[config.mk]
export PLATFORM = sky130hd
export DESIGN_NAME = ecc_hamming_scrubber
export DESIGN_NICKNAME = d
export VERILOG_FILES = /design/src/rtl/ecc_hamming_scrubber.sv
export SDC_FILE = /design/constraint.sdc
export NUM_CORES = 1
export LEC_CHECK = 0
export CORE_AREA = 2 2 70 72
export CTS_BUF_LIST = sky130_fd_sc_hd__clkbuf_8
export DETAILED_ROUTE_END_ITERATION = 6
export DIE_AREA = 0 0 72 74
export PLACE_DENSITY = 0.9
export RECOVER_POWER = 50
export SLEW_MARGIN = 20
export SYNTH_ARGS = -nofsm -noshare
export SYNTH_HDL_FRONTEND = slang
export SYNTH_SLANG_ARGS = --single-unit
[constraint.sdc]
create_clock -name clk_i -period 2.3 [get_ports clk_i]
set_input_delay 0.345 -clock clk_i [delete_from_list [all_inputs] [get_ports clk_i]]
set_output_delay 0.345 -clock clk_i [all_outputs]
set_load 0.005 [all_outputs]
[src/rtl/ecc_hamming_scrubber.sv]
// Background scrubber for a 12-bit Hamming-SEC codeword memory (8 data + 4 check bits).
// Uses idle memory-port cycles to read each word, write back single-bit corrections and flag uncorrectable words.
module ecc_hamming_scrubber #(
  parameter int ADDR_W   = 4,
  parameter int DEPTH    = 16,
  parameter int INTERVAL = 16
) (
  input  logic              clk_i,
  input  logic              rst_ni,
  input  logic              scrub_en_i,
  input  logic              host_req_i,
  input  logic              host_wr_i,
  input  logic [ADDR_W-1:0] host_addr_i,
  output logic              mem_rd_en_o,
  output logic              mem_wr_en_o,
  output logic [ADDR_W-1:0] mem_addr_o,
  output logic [11:0]       mem_wdata_o,
  input  logic [11:0]       mem_rdata_i,
  input  logic              clear_stats_i,
  output logic [7:0]        corrected_cnt_o,
  output logic              uncorr_flag_o,
  output logic [ADDR_W-1:0] uncorr_addr_o,
  output logic              pass_done_o
);

  localparam int TMR_W = (INTERVAL > 1) ? $clog2(INTERVAL) : 1;
  localparam logic [TMR_W-1:0]  TMR_LAST  = TMR_W'(INTERVAL - 1);
  localparam logic [ADDR_W-1:0] ADDR_LAST = ADDR_W'(DEPTH - 1);

  // Code bits covered by each syndrome bit (Hamming positions with bit k set).
  localparam logic [11:0] MASK0 = 12'h555;
  localparam logic [11:0] MASK1 = 12'h666;
  localparam logic [11:0] MASK2 = 12'h878;
  localparam logic [11:0] MASK3 = 12'hF80;

  typedef enum logic [1:0] {
    S_IDLE,
    S_RD,
    S_CAP,
    S_WB
  } state_e;

  state_e            state_q;
  logic [TMR_W-1:0]  timer_q;
  logic [ADDR_W-1:0] addr_q;
  logic [11:0]       corr_q;
  logic [7:0]        cnt_q;
  logic              flag_q;
  logic [ADDR_W-1:0] uaddr_q;
  logic              pass_q;

  logic [3:0]        syn_d;
  logic [11:0]       corr_d;
  logic              correctable_d;
  logic              uncorrectable_d;
  logic              collide_d;
  logic              last_d;
  logic [ADDR_W-1:0] addr_d;

  always_comb begin
    syn_d = {^(mem_rdata_i & MASK3), ^(mem_rdata_i & MASK2),
             ^(mem_rdata_i & MASK1), ^(mem_rdata_i & MASK0)};
    correctable_d   = (syn_d != 4'd0) && (syn_d <= 4'd12);
    uncorrectable_d = (syn_d > 4'd12);
    corr_d = mem_rdata_i;
    if (correctable_d) begin
      corr_d = mem_rdata_i ^ (12'd1 << (syn_d - 4'd1));
    end
    // A host write to the word being scrubbed makes our read stale.
    collide_d = host_req_i & host_wr_i & (host_addr_i == addr_q);
    last_d    = (addr_q == ADDR_LAST);
    addr_d    = last_d ? '0 : addr_q + ADDR_W'(1);
  end

  always_ff @(posedge clk_i or negedge rst_ni) begin
    if (!rst_ni) begin
      state_q <= S_IDLE;
      timer_q <= '0;
      addr_q  <= '0;
      corr_q  <= '0;
      cnt_q   <= '0;
      flag_q  <= 1'b0;
      uaddr_q <= '0;
      pass_q  <= 1'b0;
    end else begin
      pass_q <= 1'b0;
      case (state_q)
        S_IDLE: begin
          if (!scrub_en_i) begin
            timer_q <= '0;
          end else if (timer_q == TMR_LAST) begin
            timer_q <= '0;
            state_q <= S_RD;
          end else begin
            timer_q <= timer_q + TMR_W'(1);
          end
        end
        S_RD: begin
          if (!host_req_i) state_q <= S_CAP;
        end
        S_CAP: begin
          if (uncorrectable_d) begin
            flag_q  <= 1'b1;
            uaddr_q <= addr_q;
          end
          if (correctable_d && !collide_d) begin
            corr_q  <= corr_d;
            state_q <= S_WB;
          end else begin
            addr_q  <= addr_d;
            pass_q  <= last_d;
            state_q <= S_IDLE;
          end
        end
        S_WB: begin
          if (collide_d) begin
            addr_q  <= addr_d;
            pass_q  <= last_d;
            state_q <= S_IDLE;
          end else if (!host_req_i) begin
            if (cnt_q != 8'hFF) cnt_q <= cnt_q + 8'd1;
            addr_q  <= addr_d;
            pass_q  <= last_d;
            state_q <= S_IDLE;
          end
        end
        default: state_q <= S_IDLE;
      endcase
      if (clear_stats_i) begin
        cnt_q   <= '0;
        flag_q  <= 1'b0;
        uaddr_q <= '0;
      end
    end
  end

  // Strobes yield to the host within the same cycle.
  assign mem_rd_en_o     = (state_q == S_RD) & ~host_req_i;
  assign mem_wr_en_o     = (state_q == S_WB) & ~host_req_i;
  assign mem_addr_o      = addr_q;
  assign mem_wdata_o     = corr_q;
  assign corrected_cnt_o = cnt_q;
  assign uncorr_flag_o   = flag_q;
  assign uncorr_addr_o   = uaddr_q;
  assign pass_done_o     = pass_q;

endmodule

Word-level counts from Yosys, hierarchy flattened
Index checks and enable logic that the tools add are counted.
{"block": "totals", "out_inout_bits": 32, "ff_bits": 36, "wordCells": 84, "input_bits": 22}
{"block": "classes", "addsub": 4, "n_mux": 30, "shifts": 1, "bitwise": 6, "n_lt_le_gt_ge": 2, "n_reduce_logical": 19, "n_eq_ne": 14}
{"cell": "XOR reduction 12 bit", "count": 4}
{"cell": "two-way mux 8 bit", "count": 5}
{"cell": "two-way mux 4 bit", "count": 9}
{"cell": "two-way mux 12 bit", "count": 1}
{"cell": "two-way mux 2 bit", "count": 6}
{"cell": "left shift 1 x 4 -> 12 bit, first input constant", "count": 1}
{"cell": "bitwise XOR 12 bit", "count": 1}
{"cell": "inequality test 2 bit, second input constant", "count": 5}
{"cell": "nonzero test 2 bit", "count": 5}
{"cell": "adder 4 x 1 -> 4 bit, second input constant", "count": 2}
{"cell": "adder 8 x 1 -> 8 bit, second input constant", "count": 1}
{"cell": "equality test 4 bit, second input constant", "count": 2}
{"cell": "inequality test 8 bit, second input constant", "count": 1}
{"cell": "one-hot mux 2 bit (4 select lines)", "count": 1}
{"cell": "one-hot mux 4 bit (2 select lines)", "count": 1}
{"cell": "AND reduction 4 bit", "count": 2}
{"cell": "two-way mux 1 bit", "count": 6}
{"cell": "bitwise AND 1 bit", "count": 4}
{"cell": "equality test 2 bit, second input constant", "count": 2}
{"cell": "equality test 4 bit", "count": 1}
{"cell": "> comparator 4 bit, second input constant", "count": 1}
{"cell": "less-or-equal comparator 4 bit, second input constant", "count": 1}
{"cell": "AND reduction 2 bit", "count": 2}
{"cell": "nonzero test 4 bit", "count": 1}
{"cell": "10 further kinds", "count": 11}

Depth between registers and ports, before layout
{"block": "logic_depth", "depth_word": 6, "mapped_depth": 8, "ltp_nobuf": 7}

Least setup slack after synthesis
OpenSTA, ideal clock, no wires.
{"block": "synth_path", "path_type": "input to register", "startpoint": "input port mem_rdata_i[9]", "endpoint": "register addr_q[1] (netlist: mem_addr_o[1])", "path_slack_ns": 0.193, "setup_ns": 0.128, "arrival_ns": 1.980, "required_ns": 2.172, "n_path_buf": 0, "path_stages": 6, "path_cell_list": "xor3_2 -> xnor2_2 -> o211ai_4 -> a31oi_4 -> o21ai_4 -> mux2_1"}
{"block": "synth_between", "elab_chain_len": 6, "elab_cells_between_ends": 8, "cone_classes": "order compare: 1; eq/ne: 1; reduce/logical: 6"}
{"element": "from (decl)", "line": "18", "text": "input logic [11:0] mem_rdata_i,"}
{"element": "XOR reduction 12 bit, on equally long branches", "line": "62, 61"}
{"element": "less-or-equal comparator 4 bit / nonzero test 4 bit (equally long branches)", "line": "63", "text": "correctable_d = (syn_d != 4'd0) && (syn_d <= 4'd12);"}
{"element": "logical AND 1 bit *", "line": "63"}
{"element": "logical AND 1 bit *", "line": "106", "text": "if (correctable_d && !collide_d) begin"}
{"element": "inequality test 2 bit (no source line) *"}
{"element": "AND reduction 3 bit (no source line) *"}
{"element": "to (signal assigned)", "line": "110", "text": "addr_q <= addr_d;"}
{"element": "to (signal assigned)", "line": "117", "text": "addr_q <= addr_d;"}
{"element": "to (signal assigned)", "line": "122", "text": "addr_q <= addr_d;"}
{"element": "to (decl)", "line": "45", "text": "logic [ADDR_W-1:0] addr_q;"}
Every way passes the cells marked *; elsewhere a longest branch is shown, timed or not.
A chain may end at the register's enable or synchronous reset.

Final worst setup path
{"block": "layout_path", "startpoint": "input port mem_rdata_i[5]", "endpoint": "register addr_q[1] (netlist: mem_addr_o[1])"}
The elaborated chain is that of the path after synthesis.

==> results.md <==
- Fill cell count: 342
- Starting Density: 0.499
- Pwr Total: 3.15 mW
- Setup tns final: 0 ns
- Num rows: 25
- Max-cap check violation count: 0
- Antenna cells: 0
- Unrepaired setup endpoints after global routing: true
- GR Overflow Total: 0
- Drt drc: 0
- HPWL Detailed: approximately 4200 um
- Number of global-route vias before repair: about 2000
- Area after DPL: about 3100 um2
- Maximum VDD drop: roughly 0.5 mV
- Worst slew pin tran: 0.888 ns
- Mux contribution to synthesized area: 0.0692
- Hold Buf Count CTS: 0
- Mapped Area: 2300 um2
- Port Buffer Count: 53
- Slew headroom: 0.408
- Synth top area cells: dfrtp_1 39%, xnor2_1 6.1%, nor2_1 3.9%, nand2_1 3.8%, mux2_4 3.3%
- Fin util: 0.716
- CTS H-tree depth: 2
- Reg area: roughly 900 um2
- Wire per inst: 15.0 um
- Inst Count DP: between 300 and 400
- Mapped Nets: roughly 250
- Worst Hold Class: flop to flop
- CTS Buf Count: 5
- Area leader, netlist: dfrtp_1
- DR vias: 1990
- Slowest CP cell: clkdlybuf4s50_1
- Iteration-0 DRC count of the detailed router: about 150
- Mean post-synth cell area: ~10 um2
- Pre-CTS setup slack: -0.428 ns
- Fin cells: roughly 360
- Synth Flop Type: dfrtp_1
- Post-synthesis compound-gate area fraction: 0.156
- Leakage: between 1.5 and 2 nW
- Sequential share of the synthesized area: 0.392
- RD Place Congestion: approximately 0.83
- Number of synthesis warnings: 0
- Clk_lat worst skew: between 0.2 and 0.3 ns
- Number of synthesized register bits: 36
- Max Clk Rate: 0.447 GHz
- Final setup fails: 0
- Max clock buf depth: 2
- Worst-path clk slew: 0.08 ns
- Area of the multi-input gates: 1400 um2
- Fin crit share: 0.972
- Final Instance Area: 3290 um2
- CTS Root Cell: clkbuf_8
- # clock sinks: 36
- Post-synth top area share: 0.392
- Syn Inst Count: 220
- Largest net degree at the start of global routing: 37
- Initial antenna violation count: 0
- Synth Area in Adders: 0.0163
- Total GRT Usage: 0.220
- Detailed Route WL: ~5400 um
- Setup Skew: between 0.008 and 0.009 ns
- Min Hold Slack: around 0.50 ns
- FFs w/ async S/R, synth: 1.00
- CP Cell Sequence: clkdlybuf4s50_1 > buf_4 > xnor2_4 > xor3_4 > o211ai_4 > a31oi_4 > o21ai_4 > mux2_1
- Die height: between 70 and 80 um
- Io pins: 54
- Syn-to-layout area delta: 43.4%
- Power Density: roughly 960 nW/um2
- Outcome: finished clean
- CP Capture Type: flop
- Core Region: 4600 um2
- Period minus WS final: 2.23 ns
- Crit path DAT: ~2.4 ns
- EDFF count, synth: 0
- Xor and xnor area share after synthesis: 0.201
- Routed Antenna Nets: 0
- Yosys cell types: 52
- Slowest cell delay on critical path: 0.44 ns
- Vias per cell: roughly 5.5
- Share of layout cells above drive strength 1: 0.224
- Critical path fanouts, max: 4
- Final worst slack: about 0.065 ns
- Hold Fails Final Rpt: 0
- Largest family of logic cells by synthesized area: XOR/XNOR gates
- Critical path startpoint category: primary input
- Max Slew Vio Count: 0
- Drt pass-1 iters: 4
- # Post-CTS Setup Buffers: 0
- Simple-Gate Fraction of Synth Area: 0.145
- CTS tree: built
- Global-route wire length before repair: 9160 um
- Die width: between 70 and 80 um
- Nets@finish: ~330
- Kind of critical path: primary input to flop
- Worst path required time: roughly 2.5 ns
- Die area: about 5300 um2
## critical path: cells and delay by family
family,cells,cell delay [ns]
XOR/XNOR,2,0.60
multiplexers,1,0.34
AO/OA/AOI/OAI,3,0.49
buffers and inverters,2,0.62
## layer usage
metal  GRT usage  share of wire  wire length [um]
met1       0.258           0.40              2200
met2       0.406           0.53              2890
met3      0.0339          0.050               272
met4      0.0901          0.013                68
met5           0              0                 0
## final cells by class
type | instances | area share
Inverter | 4 | 0.00456
Sequential cell | 36 | 0.274
Tap cell | 54 | 0.0205
Clock buffer | 7 | 0.0293
Multi-Input combinational cell | 174 | 0.426
Timing Repair Buffer | 86 | 0.237
Clock inverter | 1 | 0.00912
## layout by cell type (no fill, tap or decap), types with 7 or more instances in the layout
cell type | synthesis | routed
buf_4 | 0 | 32
a21oi_1 | 13 | 13
nor2_1 | 24 | 23
clkbuf_8 | 0 | 7
dlygate4sd3_1 | 0 | 11
xnor2_1 | 16 | 12
dfrtp_1 | 36 | 36
nand2_1 | 23 | 23
xor2_1 | 8 | 8
clkdlybuf4s50_1 | 0 | 36
o21ai_0 | 12 | 12
## Yosys cell counts, types with 2 or more instances
master	n
and3_1	5
a211oi_1	2
nand2b_1	3
a21o_1	3
xor3_4	2
nor2_1	24
ha_1	3
dfrtp_1	36
nand2_1	23
xnor2_1	16
a31oi_1	3
mux2i_1	5
mux2_4	5
nand3_1	5
inv_1	4
a21oi_1	13
o31ai_1	3
o22ai_1	2
nand4_1	4
xor2_1	8
clkbuf_1	4
xnor3_2	2
xnor2_2	2
o21ai_0	12
a21boi_0	2
mux2_2	2
or3_1	2
## kinds of logic after synthesis
logic type / count (synthesis)
fa+ha+maj: 3
simple gates: 72
compound gates: 51
flops: 36
xor+xnor: 35
buf+inv: 10
mux: 13
## report_power, final
group | internal [mW] | switching, mW
logic | 0.865 | 0.629
clock network | 0.383 | 0.231
registers | 0.816 | 0.228
total | 2.06 | 1.09
## sequential cells by signal, indices dropped and copies added (netlist names)
register and flops:
mem_wdata_o 12, corrected_cnt_o 8, mem_addr_o 4, timer_q 4
uncorr_addr_o 4, state_q 2, pass_done_o 1, uncorr_flag_o 1
## final timing paths
| path | startpoint | to | slack (ns) | cells past startpoint |
|---|---|---|---|---|
| hold / removal | mem_wdata_o[5] | mem_wdata_o[5] | 0.50 | 2 |
| max in group asynchronous | rst_ni | timer_q[1] | 1.04 | 2 |
| setup reg to reg | state_q[1] | corrected_cnt_o[5] | 0.32 | 5 |
| setup / recovery | mem_rdata_i[5] | mem_addr_o[1] | 0.07 | 8 |
| hold reg to reg | mem_wdata_o[5] | mem_wdata_o[5] | 0.50 | 2 |
| min in group asynchronous | rst_ni | corrected_cnt_o[1] | 0.70 | 2 |
## timing repair
action	CTS	global route
resized for setup	7	7
setup endpoints to repair	17	13
pin swaps	5	9
(Power assumes the default switching activity.)
